$ cat src/rtl/router_input_arbiter.sv
// Multi-input connection-request arbiter: routes each accepted request to an output port
// chosen by its destination address, round-robin per port, with grant hold timeout.
module router_input_arbiter #(
  parameter int N_IN     = 4,
  parameter int N_OUT    = 4,
  parameter int ADDR_W   = 10,
  parameter int HOLD_MAX = 64,
  localparam int IDX_W   = $clog2(N_IN),
  localparam int PSEL_W  = $clog2(N_OUT)
) (
  input  logic                     clk,
  input  logic                     rst_n,
  input  logic [N_IN-1:0]          req_valid,
  output logic [N_IN-1:0]          req_ready,
  input  logic [N_IN*ADDR_W-1:0]   req_src_addr,
  input  logic [N_IN*ADDR_W-1:0]   req_dst_addr,
  output logic [N_IN-1:0]          in_granted,
  output logic [N_OUT-1:0]         gnt_valid,
  output logic [N_OUT*IDX_W-1:0]   gnt_in_idx,
  output logic [N_OUT*ADDR_W-1:0]  gnt_src_addr,
  output logic [N_OUT*ADDR_W-1:0]  gnt_dst_addr,
  input  logic [N_OUT-1:0]         out_release,
  output logic [N_OUT-1:0]         timeout
);

  localparam int CNT_W = (HOLD_MAX > 0) ? $clog2(HOLD_MAX + 1) : 1;
  localparam logic [CNT_W-1:0] CNT_LAST = CNT_W'((HOLD_MAX > 0) ? HOLD_MAX - 1 : 0);
  localparam logic [CNT_W-1:0] CNT_SAT  = CNT_W'(HOLD_MAX);

  logic [N_IN-1:0]   pending_q;
  logic [N_IN-1:0]   accept;
  logic [N_IN-1:0]   grant_in;
  logic [N_IN-1:0]   in_granted_q;
  logic [ADDR_W-1:0] src_q [N_IN];
  logic [ADDR_W-1:0] dst_q [N_IN];
  logic [PSEL_W-1:0] port_q [N_IN];

  logic [N_OUT-1:0]  gnt_valid_q;
  logic [N_OUT-1:0]  grant_port;
  logic [N_OUT-1:0]  rel;
  logic [N_OUT-1:0]  expire;
  logic [N_OUT-1:0]  timeout_q;
  logic [IDX_W-1:0]  rr_ptr_q [N_OUT];
  logic [IDX_W-1:0]  win_idx  [N_OUT];
  logic [IDX_W-1:0]  win_next [N_OUT];
  logic [IDX_W-1:0]  gnt_idx_q [N_OUT];
  logic [ADDR_W-1:0] gnt_src_q [N_OUT];
  logic [ADDR_W-1:0] gnt_dst_q [N_OUT];
  logic [CNT_W-1:0]  hold_q [N_OUT];

  assign req_ready = ~pending_q;
  assign accept    = req_valid & ~pending_q;

  // Grant selection uses only registered pending/gnt_valid, so a request accepted or a
  // port released at an edge cannot be granted until the following edge.
  always_comb begin
    int idx;
    idx        = 0;
    grant_port = '0;
    grant_in   = '0;
    rel        = '0;
    expire     = '0;
    for (int o = 0; o < N_OUT; o++) begin
      win_idx[o]  = '0;
      win_next[o] = '0;
      rel[o]      = out_release[o] & gnt_valid_q[o];
      expire[o]   = (HOLD_MAX > 0) && gnt_valid_q[o] && (hold_q[o] == CNT_LAST);
      if (!gnt_valid_q[o]) begin
        for (int k = 0; k < N_IN; k++) begin
          idx = (int'(rr_ptr_q[o]) + k) % N_IN;
          if (!grant_port[o] && pending_q[idx] && (port_q[idx] == PSEL_W'(o))) begin
            grant_port[o] = 1'b1;
            win_idx[o]    = IDX_W'(idx);
          end
        end
      end
      win_next[o] = IDX_W'((int'(win_idx[o]) + 1) % N_IN);
      if (grant_port[o]) grant_in[win_idx[o]] = 1'b1;
    end
  end

  always_ff @(posedge clk or negedge rst_n) begin
    if (!rst_n) begin
      pending_q    <= '0;
      in_granted_q <= '0;
      gnt_valid_q  <= '0;
      timeout_q    <= '0;
      for (int i = 0; i < N_IN; i++) begin
        src_q[i]  <= '0;
        dst_q[i]  <= '0;
        port_q[i] <= '0;
      end
      for (int o = 0; o < N_OUT; o++) begin
        rr_ptr_q[o]  <= '0;
        gnt_idx_q[o] <= '0;
        gnt_src_q[o] <= '0;
        gnt_dst_q[o] <= '0;
        hold_q[o]    <= '0;
      end
    end else begin
      for (int i = 0; i < N_IN; i++) begin
        if (accept[i]) begin
          pending_q[i] <= 1'b1;
          src_q[i]     <= req_src_addr[i*ADDR_W +: ADDR_W];
          dst_q[i]     <= req_dst_addr[i*ADDR_W +: ADDR_W];
          port_q[i]    <= req_dst_addr[i*ADDR_W +: PSEL_W];
        end else if (grant_in[i]) begin
          pending_q[i] <= 1'b0;
        end
      end
      in_granted_q <= grant_in;
      for (int o = 0; o < N_OUT; o++) begin
        // A release on the expiry edge takes precedence and suppresses the pulse.
        timeout_q[o] <= expire[o] & ~rel[o];
        if (grant_port[o]) begin
          gnt_valid_q[o] <= 1'b1;
          gnt_idx_q[o]   <= win_idx[o];
          gnt_src_q[o]   <= src_q[win_idx[o]];
          gnt_dst_q[o]   <= dst_q[win_idx[o]];
          rr_ptr_q[o]    <= win_next[o];
          hold_q[o]      <= '0;
        end else if (gnt_valid_q[o]) begin
          if (rel[o] || expire[o]) begin
            gnt_valid_q[o] <= 1'b0;
            hold_q[o]      <= '0;
          end else if ((HOLD_MAX > 0) && (hold_q[o] != CNT_SAT)) begin
            hold_q[o] <= hold_q[o] + 1'b1;
          end
        end
      end
    end
  end

  assign in_granted = in_granted_q;
  assign gnt_valid  = gnt_valid_q;
  assign timeout    = timeout_q;

  for (genvar o = 0; o < N_OUT; o++) begin : g_out
    assign gnt_in_idx[o*IDX_W +: IDX_W]     = gnt_idx_q[o];
    assign gnt_src_addr[o*ADDR_W +: ADDR_W] = gnt_src_q[o];
    assign gnt_dst_addr[o*ADDR_W +: ADDR_W] = gnt_dst_q[o];
  end

endmodule
$ cat config.mk
export PLATFORM = sky130hd
export DESIGN_NAME = router_input_arbiter
export DESIGN_NICKNAME = d
export VERILOG_FILES = /design/src/rtl/router_input_arbiter.sv
export SDC_FILE = /design/constraint.sdc
export NUM_CORES = 1
export LEC_CHECK = 0
export BUFFER_PORTS_ARGS = -buffer_cell sky130_fd_sc_hd__buf_2
export CORE_ASPECT_RATIO = 0.8
export CORE_UTILIZATION = 40
export CTS_CLUSTER_DIAMETER = 100
export DETAILED_ROUTE_END_ITERATION = 8
export PLACE_DENSITY = 0.58
export SYNTH_ARGS = -nofsm -noshare
export SYNTH_HDL_FRONTEND = slang
export SYNTH_SLANG_ARGS = --single-unit
$ cat constraint.sdc
create_clock -name clk -period 3.81 [get_ports clk]
set_clock_uncertainty 0.05 [all_clocks]
set_input_delay 0.762 -clock clk [delete_from_list [all_inputs] [get_ports clk]]
set_output_delay 0.762 -clock clk [all_outputs]
set_load 0.1 [all_outputs]
==> metrics.txt, run 1 <==
# TYPE chip_impl_metric gauge
chip_impl_metric{name="async_flop_share",unit="%"} 100
chip_impl_metric{name="avgSynthCellArea",unit="um2"} 11.0
chip_impl_metric{name="antenna_left",unit=""} 0
chip_impl_metric{name="rows",unit=""} 54
chip_impl_info{name="top_area_cells_in_the_synthesized_netlist",value="sky130_fd_sc_hd__dfrtp_1 (50%), sky130_fd_sc_hd__mux2_2 (12%), sky130_fd_sc_hd__mux2i_1 (7.3%), sky130_fd_sc_hd__nand2_1 (3.4%), sky130_fd_sc_hd__o221ai_1 (2.8%)"} 1
chip_impl_info{name="tritoncts",value="yes"} 1
chip_impl_metric{name="cts_inserted_buffers",unit=""} 23
chip_impl_metric{name="synth.distinct_cells",unit=""} 59
chip_impl_metric{name="portion_of_the_clock_cycle_consumed_by_the_worst_path_in_the_final_layout",unit="%"} 82.8
chip_impl_metric{name="finish.net_count",unit=""} 1297
chip_impl_metric{name="antenna_found_initial",unit=""} 2
chip_impl_metric{name="drt_first_pass_iters",unit=""} 5
chip_impl_metric{name="post_cts_resize_count",unit=""} 0
chip_impl_metric{name="grt_start_max_net_pins",unit=""} 71
chip_impl_info{name="critPathLaunchType",value="flop"} 1
chip_impl_metric{name="final_max_slew_viol_count",unit=""} 0
chip_impl_metric{name="place_hpwl",unit="um"} 22100
chip_impl_metric{name="drc_errors",unit=""} 0
chip_impl_metric{name="clk_pin_slew_worst_paths",unit="ns"} 0.06
chip_impl_info{name="ys.flop_type",value="sky130_fd_sc_hd__dfrtp_1"} 1
chip_impl_metric{name="globalRouteMet2Util",unit="%"} 35.5
chip_impl_metric{name="number_of_maximum_capacitance_violations",unit=""} 0
chip_impl_metric{name="timing.final.crit_period",unit="ns"} 3.16
chip_impl_metric{name="worst_slew_margin",unit="%"} 30.8
chip_impl_metric{name="synth_seq_cells",unit=""} 220
chip_impl_metric{name="initial_util",unit="%"} 40.7
chip_impl_metric{name="ys_warn_count",unit=""} 0
chip_impl_metric{name="cts_post_setup_buffers_inserted",unit=""} 0
chip_impl_metric{name="maxClockFrequency",unit="GHz"} 0.317
chip_impl_metric{name="grt.total_usage",unit="%"} 23.9
chip_impl_metric{name="floorplan.die.height",unit="um"} 151
chip_impl_metric{name="synth.net_count",unit=""} 1119
chip_impl_metric{name="finalHoldViolCount",unit=""} 0
chip_impl_metric{name="gr-usage-met1",unit="%"} 35.3
chip_impl_metric{name="synth.top_cell.area_share",unit="%"} 49.7
chip_impl_info{name="holdCritPathClass",value="in -> async"} 1
chip_impl_metric{name="max_stage_delay",unit="ns"} 0.78
chip_impl_metric{name="synth_sequential_area_ratio",unit="%"} 49.7
chip_impl_metric{name="cts_hold_buf",unit=""} 0
chip_impl_metric{name="crit_required",unit="ns"} 4.20
chip_impl_metric{name="global_route_wire_length_before_repair",unit="um"} 51500
chip_impl_metric{name="least_margin_pin_slew",unit="ns"} 1.03
chip_impl_info{name="worst_path_max_delay_cell",value="sky130_fd_sc_hd__or4_4"} 1
chip_impl_metric{name="via_per_inst",unit=""} 5.64
chip_impl_metric{name="die_w",unit="um"} 188
chip_impl_metric{name="cts-htree-levels",unit=""} 1
chip_impl_metric{name="post_synth_inst_count",unit=""} 1005
chip_impl_metric{name="fraction_of_layout_cells_with_a_size_suffix_above_1",unit="%"} 31.9
chip_impl_info{name="synth_top_cell_by_area",value="sky130_fd_sc_hd__dfrtp_1"} 1
chip_impl_info{name="setup.worst_path.end_class",value="flop"} 1
chip_impl_metric{name="wl",unit="um"} 33900
chip_impl_metric{name="setup_tns",unit="ns"} 0
chip_impl_metric{name="initial_detailed_routing_violation_count",unit=""} 572
chip_impl_metric{name="floorplan.die_area",unit="um2"} 28400
chip_impl_metric{name="number_of_synthesized_flops_with_an_enable_pin",unit=""} 0
chip_impl_info{name="rsz0062_at_grt",value="false"} 1
chip_impl_metric{name="final_setup_violation_count",unit=""} 0
chip_impl_metric{name="stdcell_area",unit="um2"} 13200
chip_impl_info{name="yosys.cell_count.top_type",value="sky130_fd_sc_hd__dfrtp_1"} 1
chip_impl_metric{name="numClockSinks",unit=""} 220
chip_impl_metric{name="clock_tree.buffer_depth",unit=""} 3
chip_impl_info{name="timing.setup.critical_path_class",value="reg -> reg"} 1
chip_impl_metric{name="placed_cell_areas",unit="um2"} 12500
chip_impl_info{name="status",value="finished clean"} 1
chip_impl_metric{name="grt_remaining_overflow",unit=""} 0
chip_impl_metric{name="numPortBuffers",unit=""} 193
chip_impl_metric{name="critical_path_arrival",unit="ns"} 3.54
chip_impl_info{name="worstPathCellList",value="and4b_1 -> o2bb2ai_1 -> or4_4 -> or2_1 -> ha_1 -> a22oi_1 -> nand2_1 -> o21bai_1"} 1
chip_impl_info{name="buffer_cell_driving_the_clock_tree_root",value="sky130_fd_sc_hd__clkbuf_16"} 1
chip_impl_info{name="netlist_top_cells_count",value="sky130_fd_sc_hd__dfrtp_1 (220), sky130_fd_sc_hd__mux2_2 (119), sky130_fd_sc_hd__nand2_1 (99)"} 1
chip_impl_metric{name="area_delta_synth_final",unit="%"} 19.4
chip_impl_metric{name="grt_pass1_vias",unit=""} 8538
chip_impl_metric{name="vias",unit=""} 8816
chip_impl_metric{name="core_area",unit="um2"} 27200
chip_impl_metric{name="ioPinCount",unit=""} 194
chip_impl_info{name="grt_most_used_layer",value="met2"} 1
chip_impl_metric{name="gp_routability_congestion",unit=""} 0.852
chip_impl_metric{name="grt_use_met3",unit="%"} 4.36
chip_impl_metric{name="insertion_delay",unit="ns"} 0.52
chip_impl_metric{name="wl_per_cell",unit="um"} 21.7
chip_impl_metric{name="buf_inv_stages_crit_path",unit=""} 0
chip_impl_metric{name="worst-path-max-fanout",unit=""} 21
chip_impl_metric{name="syn_area",unit="um2"} 11100
chip_impl_info{name="critPathTopFamily",value="simple AND/OR/NAND/NOR gates"} 1
==> registers in the layout, summed over array words and instances, names as in the netlist <==
signal	flops
hold_q	28
pending_q	4
timeout	4
gnt_in_idx	8
gnt_src_addr	40
gnt_dst_addr	40
src_q	40
gnt_valid	4
rr_ptr_q	8
dst_q	40
in_granted	4
==> layout make-up <==
cell class | instances | area, um2
Inverter | 32 | 120
Fill cell | 2520 | 14000
Clock inverter | 4 | 51.3
Antenna cell | 2 | 5.00
Timing Repair Buffer | 211 | 1150
Multi-Input combinational cell | 695 | 5270
Clock buffer | 36 | 684
Tap cell | 364 | 455
Sequential cell | 220 | 5510
==> stage by stage <==
stage / setup slack, ns / cells / hold WS [ns] / util [%]
floorplan: 1.12 / 1005 / 0.391 / -
global placement: 0.737 / 1522 / 0.398 / 45.9
detailed placement: 0.687 / 1522 / 0.397 / 45.9
CTS: 0.677 / 1562 / 0.160 / 48.6
global route: 0.474 / 1562 / 0.189 / 48.6
finish: 0.654 / 1564 / 0.154 / 48.6
==> routing by layer <==
layer | share of wire [%] | up-vias | routed length, um
met3 | 7.0 | 65 | 2370
met5 | 0 | - | 0
met2 | 43 | 318 | 14500
li1 | - | 4021 | -
met1 | 47 | 4412 | 16100
met4 | 2.8 | 0 | 939
==> cell usage in the layout, fill, tap and decap left out, types with 9 or more instances in the layout <==
master	count
sky130_fd_sc_hd__a21oi_1	48
sky130_fd_sc_hd__a22oi_1	27
sky130_fd_sc_hd__buf_2	192
sky130_fd_sc_hd__buf_4	15
sky130_fd_sc_hd__clkbuf_16	23
sky130_fd_sc_hd__dfrtp_1	220
sky130_fd_sc_hd__ha_1	24
sky130_fd_sc_hd__inv_1	32
sky130_fd_sc_hd__mux2_2	119
sky130_fd_sc_hd__mux2i_1	81
sky130_fd_sc_hd__nand2_1	99
sky130_fd_sc_hd__nand3_1	14
sky130_fd_sc_hd__nand3b_1	9
sky130_fd_sc_hd__nor2_1	38
sky130_fd_sc_hd__o21ai_0	43
sky130_fd_sc_hd__o221ai_1	34
sky130_fd_sc_hd__o22ai_1	20
==> cell families after synthesis <==
family,Yosys count,synth area share (%)
buffers and inverters,90,3.49
XOR/XNOR,11,0.869
flip-flops,220,49.7
adder cells (fa/ha/maj),24,2.71
multiplexers,200,19.4
AO/OA/AOI/OAI,220,13.0
AND/OR/NAND/NOR,240,10.9
==> path summary, 6_finish.rpt <==
kind,from,slack [ns],cells past startpoint,to
worst max-delay path,pending_q[0],0.65,8,pending_q[2]
worst min-delay path,rst_n,0.15,1,rr_ptr_q[4]
worst max register to register,pending_q[0],0.65,8,pending_q[2]
worst min register to register,gnt_dst_addr[31],0.41,1,gnt_dst_addr[31]
max in group asynchronous,rst_n,2.77,2,src_q[27]
min in group clk,gnt_dst_addr[31],0.41,1,gnt_dst_addr[31]
Power of run 1 is not shown: default switching activity piles up to over one toggle a cycle in this logic, so the estimate is an artifact.
==> run 2, diff against run 1 <==
==> constraint.sdc (replaced) <==
create_clock -name clk -period 3.2 [get_ports clk]
set_clock_uncertainty 0.05 [all_clocks]
set_input_delay 0.64 -clock clk [delete_from_list [all_inputs] [get_ports clk]]
set_output_delay 0.64 -clock clk [all_outputs]
set_load 0.1 [all_outputs]
==> run 2 against run 1 <==
Worst setup slack got worse by 0.16 ns. Fmax grew 17%. Register-to-register slack lost 0.16 ns. Critical path type unchanged. Largest cell class unchanged. Highest routed layer unchanged.
==> metrics.txt, run 2 (synthesis gave the netlist of run 1 again) <==
# TYPE chip_impl_metric gauge
chip_impl_metric{name="crit_required",unit="ns"} 3.56
chip_impl_metric{name="cts_hold_buf",unit=""} 0
chip_impl_metric{name="grt.total_usage",unit="%"} 23.9
chip_impl_metric{name="portion_of_the_clock_cycle_consumed_by_the_worst_path_in_the_final_layout",unit="%"} 84.6
chip_impl_metric{name="via_per_inst",unit=""} 5.63
chip_impl_metric{name="critical_path_arrival",unit="ns"} 3.07
chip_impl_metric{name="cts_post_setup_buffers_inserted",unit=""} 0
chip_impl_info{name="buffer_cell_driving_the_clock_tree_root",value="sky130_fd_sc_hd__clkbuf_16"} 1
chip_impl_info{name="r2r-start",value="pending_q[0]"} 1
chip_impl_info{name="mostFrequentLayoutCells",value="sky130_fd_sc_hd__dfrtp_1 (220), sky130_fd_sc_hd__buf_2 (192), sky130_fd_sc_hd__mux2_2 (119), sky130_fd_sc_hd__nand2_1 (99), sky130_fd_sc_hd__mux2i_1 (81)"} 1
chip_impl_metric{name="antenna_left",unit=""} 0
chip_impl_info{name="critPathLaunchType",value="flop"} 1
chip_impl_metric{name="multiInputGateArea",unit="um2"} 5270
chip_impl_metric{name="least_margin_pin_slew",unit="ns"} 0.925
chip_impl_metric{name="ioPinCount",unit=""} 194
chip_impl_info{name="timing.setup.critical_path_class",value="reg -> reg"} 1
chip_impl_metric{name="gp_routability_congestion",unit=""} 0.826
chip_impl_info{name="worst_path_max_delay_cell",value="sky130_fd_sc_hd__dfrtp_1"} 1
chip_impl_metric{name="initial_util",unit="%"} 40.7
chip_impl_info{name="setup.worst_path.end_class",value="flop"} 1
chip_impl_metric{name="cts-htree-levels",unit=""} 1
chip_impl_metric{name="global_route_wire_length_before_repair",unit="um"} 51800
chip_impl_metric{name="layout.filler_cells",unit=""} 2479
chip_impl_metric{name="setup_tns",unit="ns"} 0
chip_impl_metric{name="area_delta_synth_final",unit="%"} 21.8
chip_impl_metric{name="antenna_found_initial",unit=""} 1
chip_impl_info{name="r2r-end",value="gnt_src_addr[33]"} 1
chip_impl_metric{name="max_stage_delay",unit="ns"} 0.52
chip_impl_metric{name="die_w",unit="um"} 188
chip_impl_info{name="cp-startpoint",value="pending_q[0]"} 1
chip_impl_metric{name="final_max_slew_viol_count",unit=""} 0
chip_impl_info{name="worstPathCellList",value="and4_1 -> or3b_1 -> a221oi_4 -> buf_4 -> mux2_2 -> o22ai_1 -> a21oi_1"} 1
chip_impl_metric{name="worst-r2r-setup-slack",unit="ns"} 0.49
chip_impl_metric{name="numClockSinks",unit=""} 220
chip_impl_metric{name="grt_remaining_overflow",unit=""} 0
chip_impl_metric{name="finish.net_count",unit=""} 1311
chip_impl_metric{name="drt_first_pass_iters",unit=""} 7
chip_impl_metric{name="cts_inserted_buffers",unit=""} 25
chip_impl_info{name="mostFrequentLayoutCell",value="sky130_fd_sc_hd__dfrtp_1"} 1
chip_impl_metric{name="grt_pass1_vias",unit=""} 8584
chip_impl_metric{name="wl_per_cell",unit="um"} 21.5
chip_impl_info{name="worstSetupEndpoint",value="gnt_src_addr[33]"} 1
chip_impl_metric{name="core_area",unit="um2"} 27200
chip_impl_metric{name="timing.final.crit_period",unit="ns"} 2.71
chip_impl_info{name="holdCritPathClass",value="in -> async"} 1
chip_impl_metric{name="maxClockFrequency",unit="GHz"} 0.369
chip_impl_metric{name="drc_errors",unit=""} 0
chip_impl_metric{name="vias",unit=""} 8904
chip_impl_info{name="rsz0062_at_grt",value="false"} 1
chip_impl_metric{name="number_of_maximum_capacitance_violations",unit=""} 0
chip_impl_metric{name="worst_slew_margin",unit="%"} 38.2
chip_impl_metric{name="rows",unit=""} 54
chip_impl_metric{name="insertion_delay",unit="ns"} 0.53
chip_impl_info{name="tritoncts",value="yes"} 1
chip_impl_info{name="status",value="finished clean"} 1
chip_impl_metric{name="fraction_of_layout_cells_with_a_size_suffix_above_1",unit="%"} 33.4
chip_impl_metric{name="area.sequential",unit="um2"} 5510
chip_impl_metric{name="worstRegToRegCells",unit=""} 7
chip_impl_metric{name="floorplan.die.height",unit="um"} 151
chip_impl_metric{name="clock_tree.buffer_depth",unit=""} 3
chip_impl_metric{name="grt_start_max_net_pins",unit=""} 88
chip_impl_metric{name="finalHoldViolCount",unit=""} 0
chip_impl_metric{name="final_setup_violation_count",unit=""} 0
chip_impl_metric{name="worst-path-max-fanout",unit=""} 29
chip_impl_metric{name="holdWs",unit="ns"} 0.0878
chip_impl_metric{name="wl",unit="um"} 34000
chip_impl_metric{name="finish.utilization",unit="%"} 49.6
chip_impl_metric{name="place_hpwl",unit="um"} 22700
chip_impl_metric{name="post_cts_resize_count",unit=""} 0
chip_impl_metric{name="clk_pin_slew_worst_paths",unit="ns"} 0.06
chip_impl_metric{name="initial_detailed_routing_violation_count",unit=""} 510
chip_impl_metric{name="numPortBuffers",unit=""} 193
chip_impl_metric{name="floorplan.die_area",unit="um2"} 28400
-- run 2: stage by stage --
stage	worst slack [ns]	area [um2]	cells
finish	0.493	13500	1581
CTS	0.516	13500	1580
global placement	0.590	12600	1534
detailed placement	0.519	12600	1534
global route	0.371	13500	1580
floorplan	0.514	11100	1005
-- run 2: worst min path at each step --
stage                          start               end  slack, ns  cells after the start
floorplan                      rst_n          dst_q[0]       0.29                      0
global placement    gnt_dst_addr[10]  gnt_dst_addr[10]       0.40                      1
detailed placement  gnt_dst_addr[30]  gnt_dst_addr[30]       0.40                      1
CTS                            rst_n        hold_q[11]       0.10                      1
global route                   rst_n        hold_q[11]       0.13                      1
finish                         rst_n        hold_q[11]       0.09                      1
-- run 2: worst max-delay path, delay by kind of cell, from the launching register on --
kind / cells / cell delay (ns)
buffers and inverters: 1 / 0.40
AND/OR/NAND/NOR: 2 / 0.69
multiplexers: 1 / 0.38
AO/OA/AOI/OAI: 3 / 0.53
flip-flops: 1 / 0.52
-- run 2: cell type report --
class,count,share of cell area (%)
Inverter,32,0.890
Clock inverter,16,1.59
Tap cell,364,3.37
Sequential cell,220,40.8
Antenna cell,1,0.0185
Multi-Input combinational cell,695,39.0
Clock buffer,30,5.07
Timing Repair Buffer,223,9.27
-- run 2: metal layers --
metal | global-route usage, % | part of all wire (%) | vias up
met5 | 0 | 0 | -
met4 | 7.07 | 2.7 | 0
met3 | 3.59 | 6.3 | 56
met2 | 36.1 | 44 | 350
met1 | 35.4 | 47 | 4443
li1 | - | - | 4055
Power of run 2 is left out for the same reason.
==> run 3, diff against run 2 <==
==> constraint.sdc (replaced) <==
create_clock -name clk -period 2.6 [get_ports clk]
set_clock_uncertainty 0.05 [all_clocks]
set_input_delay 0.52 -clock clk [delete_from_list [all_inputs] [get_ports clk]]
set_output_delay 0.52 -clock clk [all_outputs]
set_load 0.1 [all_outputs]
==> run 3 against run 2 <==
Wire length increased by 3.6%. Clock-buffer cell count increased by 9. Flip-flop and latch count unchanged. Global-route usage increased by 0.82 points. Via count increased by 2.0%. Worst hold slack improved by 0.078 ns. Largest cell class unchanged. First-iteration DRC count increased by 23%. Critical path depth unchanged.
==> metrics.txt, run 3 (synthesis gave the netlist of run 1 again) <==
# TYPE chip_impl_metric gauge
chip_impl_info{name="status",value="finished clean"} 1
chip_impl_metric{name="floorplan.die_area",unit="um2"} 28400
chip_impl_metric{name="cts-htree-levels",unit=""} 1
chip_impl_metric{name="via_per_inst",unit=""} 5.63
chip_impl_metric{name="setup_tns",unit="ns"} 0
chip_impl_metric{name="clk_pin_slew_worst_paths",unit="ns"} 0.06
chip_impl_metric{name="floorplan.die.height",unit="um"} 151
chip_impl_metric{name="worst-path-max-fanout",unit=""} 19
chip_impl_info{name="mostFrequentLayoutCell",value="sky130_fd_sc_hd__dfrtp_1"} 1
chip_impl_metric{name="fraction_of_layout_cells_with_a_size_suffix_above_1",unit="%"} 35.4
chip_impl_metric{name="final_max_slew_viol_count",unit=""} 0
chip_impl_metric{name="drc_errors",unit=""} 0
chip_impl_metric{name="finalHoldViolCount",unit=""} 0
chip_impl_metric{name="antenna_left",unit=""} 0
chip_impl_info{name="timing.setup.critical_path_class",value="reg -> reg"} 1
chip_impl_info{name="critPathLaunchType",value="flop"} 1
chip_impl_info{name="rsz0062_at_grt",value="true"} 1
chip_impl_metric{name="antenna_found_initial",unit=""} 4
chip_impl_metric{name="area_delta_synth_final",unit="%"} 24.3
chip_impl_metric{name="grt_remaining_overflow",unit=""} 0
chip_impl_metric{name="final_setup_violation_count",unit=""} 0
chip_impl_metric{name="grt_pass1_vias",unit=""} 8975
chip_impl_metric{name="worst_slew_margin",unit="%"} 62.8
chip_impl_metric{name="insertion_delay",unit="ns"} 0.53
chip_impl_metric{name="layout.filler_cells",unit=""} 2488
chip_impl_metric{name="drt_first_pass_iters",unit=""} 5
chip_impl_metric{name="max_stage_delay",unit="ns"} 0.46
chip_impl_metric{name="numClockSinks",unit=""} 220
chip_impl_metric{name="maxClockFrequency",unit="GHz"} 0.399
chip_impl_metric{name="clock_tree.buffer_depth",unit=""} 3
chip_impl_metric{name="gp_routability_congestion",unit=""} 0.837
chip_impl_metric{name="critical_path_arrival",unit="ns"} 2.87
chip_impl_metric{name="cts_inserted_buffers",unit=""} 25
chip_impl_info{name="holdCritPathClass",value="in -> reg"} 1
chip_impl_info{name="tritoncts",value="yes"} 1
chip_impl_metric{name="grt_start_max_net_pins",unit=""} 58
chip_impl_info{name="mostFrequentLayoutCells",value="sky130_fd_sc_hd__dfrtp_1 (214), sky130_fd_sc_hd__buf_2 (192), sky130_fd_sc_hd__mux2_2 (119), sky130_fd_sc_hd__nand2_1 (99), sky130_fd_sc_hd__mux2i_1 (81)"} 1
chip_impl_metric{name="vias",unit=""} 9081
chip_impl_metric{name="wl_per_cell",unit="um"} 21.9
chip_impl_info{name="buffer_cell_driving_the_clock_tree_root",value="sky130_fd_sc_hd__clkbuf_16"} 1
chip_impl_metric{name="finish.net_count",unit=""} 1341
chip_impl_metric{name="ioPinCount",unit=""} 194
chip_impl_metric{name="die_w",unit="um"} 188
chip_impl_metric{name="crit_required",unit="ns"} 2.97
chip_impl_metric{name="rows",unit=""} 54
chip_impl_metric{name="grt.total_usage",unit="%"} 24.8
chip_impl_info{name="setup.worst_path.end_class",value="flop"} 1
chip_impl_metric{name="wl",unit="um"} 35300
chip_impl_metric{name="portion_of_the_clock_cycle_consumed_by_the_worst_path_in_the_final_layout",unit="%"} 96.3
chip_impl_metric{name="numPortBuffers",unit=""} 193
chip_impl_metric{name="number_of_maximum_capacitance_violations",unit=""} 0
chip_impl_metric{name="global_route_wire_length_before_repair",unit="um"} 53600
chip_impl_metric{name="initial_detailed_routing_violation_count",unit=""} 628
chip_impl_metric{name="timing.final.crit_period",unit="ns"} 2.50
chip_impl_info{name="worstPathCellList",value="and4_1 -> or3b_1 -> a221oi_4 -> buf_12 -> mux2_2 -> o22ai_1 -> a21oi_1"} 1
chip_impl_metric{name="core_area",unit="um2"} 27200
chip_impl_info{name="worst_path_max_delay_cell",value="sky130_fd_sc_hd__dfrtp_1"} 1
chip_impl_metric{name="initial_util",unit="%"} 40.7
chip_impl_metric{name="least_margin_pin_slew",unit="ns"} 0.551
chip_impl_metric{name="place_hpwl",unit="um"} 23700
[run 3: changes by cell type in the layout (fill, tap and decap cells not counted), sizes merged, moves of 4 or more]
cell / change
buf: +28
clkbuf: +10
clkinv: -4
bufinv: -4
[run 3: layout make-up]
class | instances | area, um2 | share of cell area (%)
Antenna cell | 2 | 5.00 | 0.0363
Inverter | 32 | 124 | 0.899
Multi-Input combinational cell | 695 | 5280 | 38.3
Tap cell | 364 | 455 | 3.30
Clock buffer | 39 | 758 | 5.50
Sequential cell | 220 | 5510 | 40.0
Timing Repair Buffer | 253 | 1580 | 11.4
Clock inverter | 7 | 67.6 | 0.490
[run 3: worst max-delay path: cells and delay by family (launching register included)]
family,cells,cell delay (ns)
AOI/OAI and AO/OA,3,0.63
buffers and inverters,1,0.24
DFF,1,0.46
muxes,1,0.35
and+or+nand+nor,2,0.65
[run 3: worst paths after layout]
kind	slack, ns	cells past startpoint	from	endpoint
max in group asynchronous	1.34	3	rst_n	gnt_src_addr[31]
worst max-delay path	0.1	7	dst_q[31]	gnt_dst_addr[39]
worst max register to register	0.1	7	dst_q[31]	gnt_dst_addr[39]
min in group asynchronous	0.48	2	rst_n	hold_q[10]
worst min register to register	0.41	1	gnt_dst_addr[10]	gnt_dst_addr[10]
worst min-delay path	0.17	2	req_src_addr[7]	src_q[37]
[run 3: metal layers]
| layer | wire [um] | GRT usage (%) | up-vias |
|---|---|---|---|
| li1 | - | - | 4121 |
| met4 | 837 | 7.36 | 2 |
| met3 | 2570 | 5.10 | 66 |
| met1 | 16100 | 35.1 | 4536 |
| met5 | 11 | 0 | - |
| met2 | 15700 | 38.2 | 356 |
[run 3: through the flow]
| stage | cells | area (um2) | utilization (%) | hold slack [ns] | setup slack, ns |
|---|---|---|---|---|---|
| global route | 1610 | 13800 | 50.6 | 0.159 | -0.0101 |
| finish | 1612 | 13800 | 50.6 | 0.166 | 0.0954 |
| floorplan | 1005 | 11100 | - | 0.174 | 0.0115 |
| detailed placement | 1556 | 12800 | 47.2 | 0.403 | 0.0488 |
| CTS | 1603 | 13700 | 50.2 | 0.149 | 0.0612 |
| global placement | 1556 | 12800 | 47.2 | 0.399 | 0.0951 |
[run 3: what timing repair did]
item                       CTS  global route
resized for setup            0            10
setup buffers                0             6
hold endpoints to repair    52             0
setup endpoints to repair    0            48
hold buffers                 1             0
Power of run 3 is left out for the same reason.
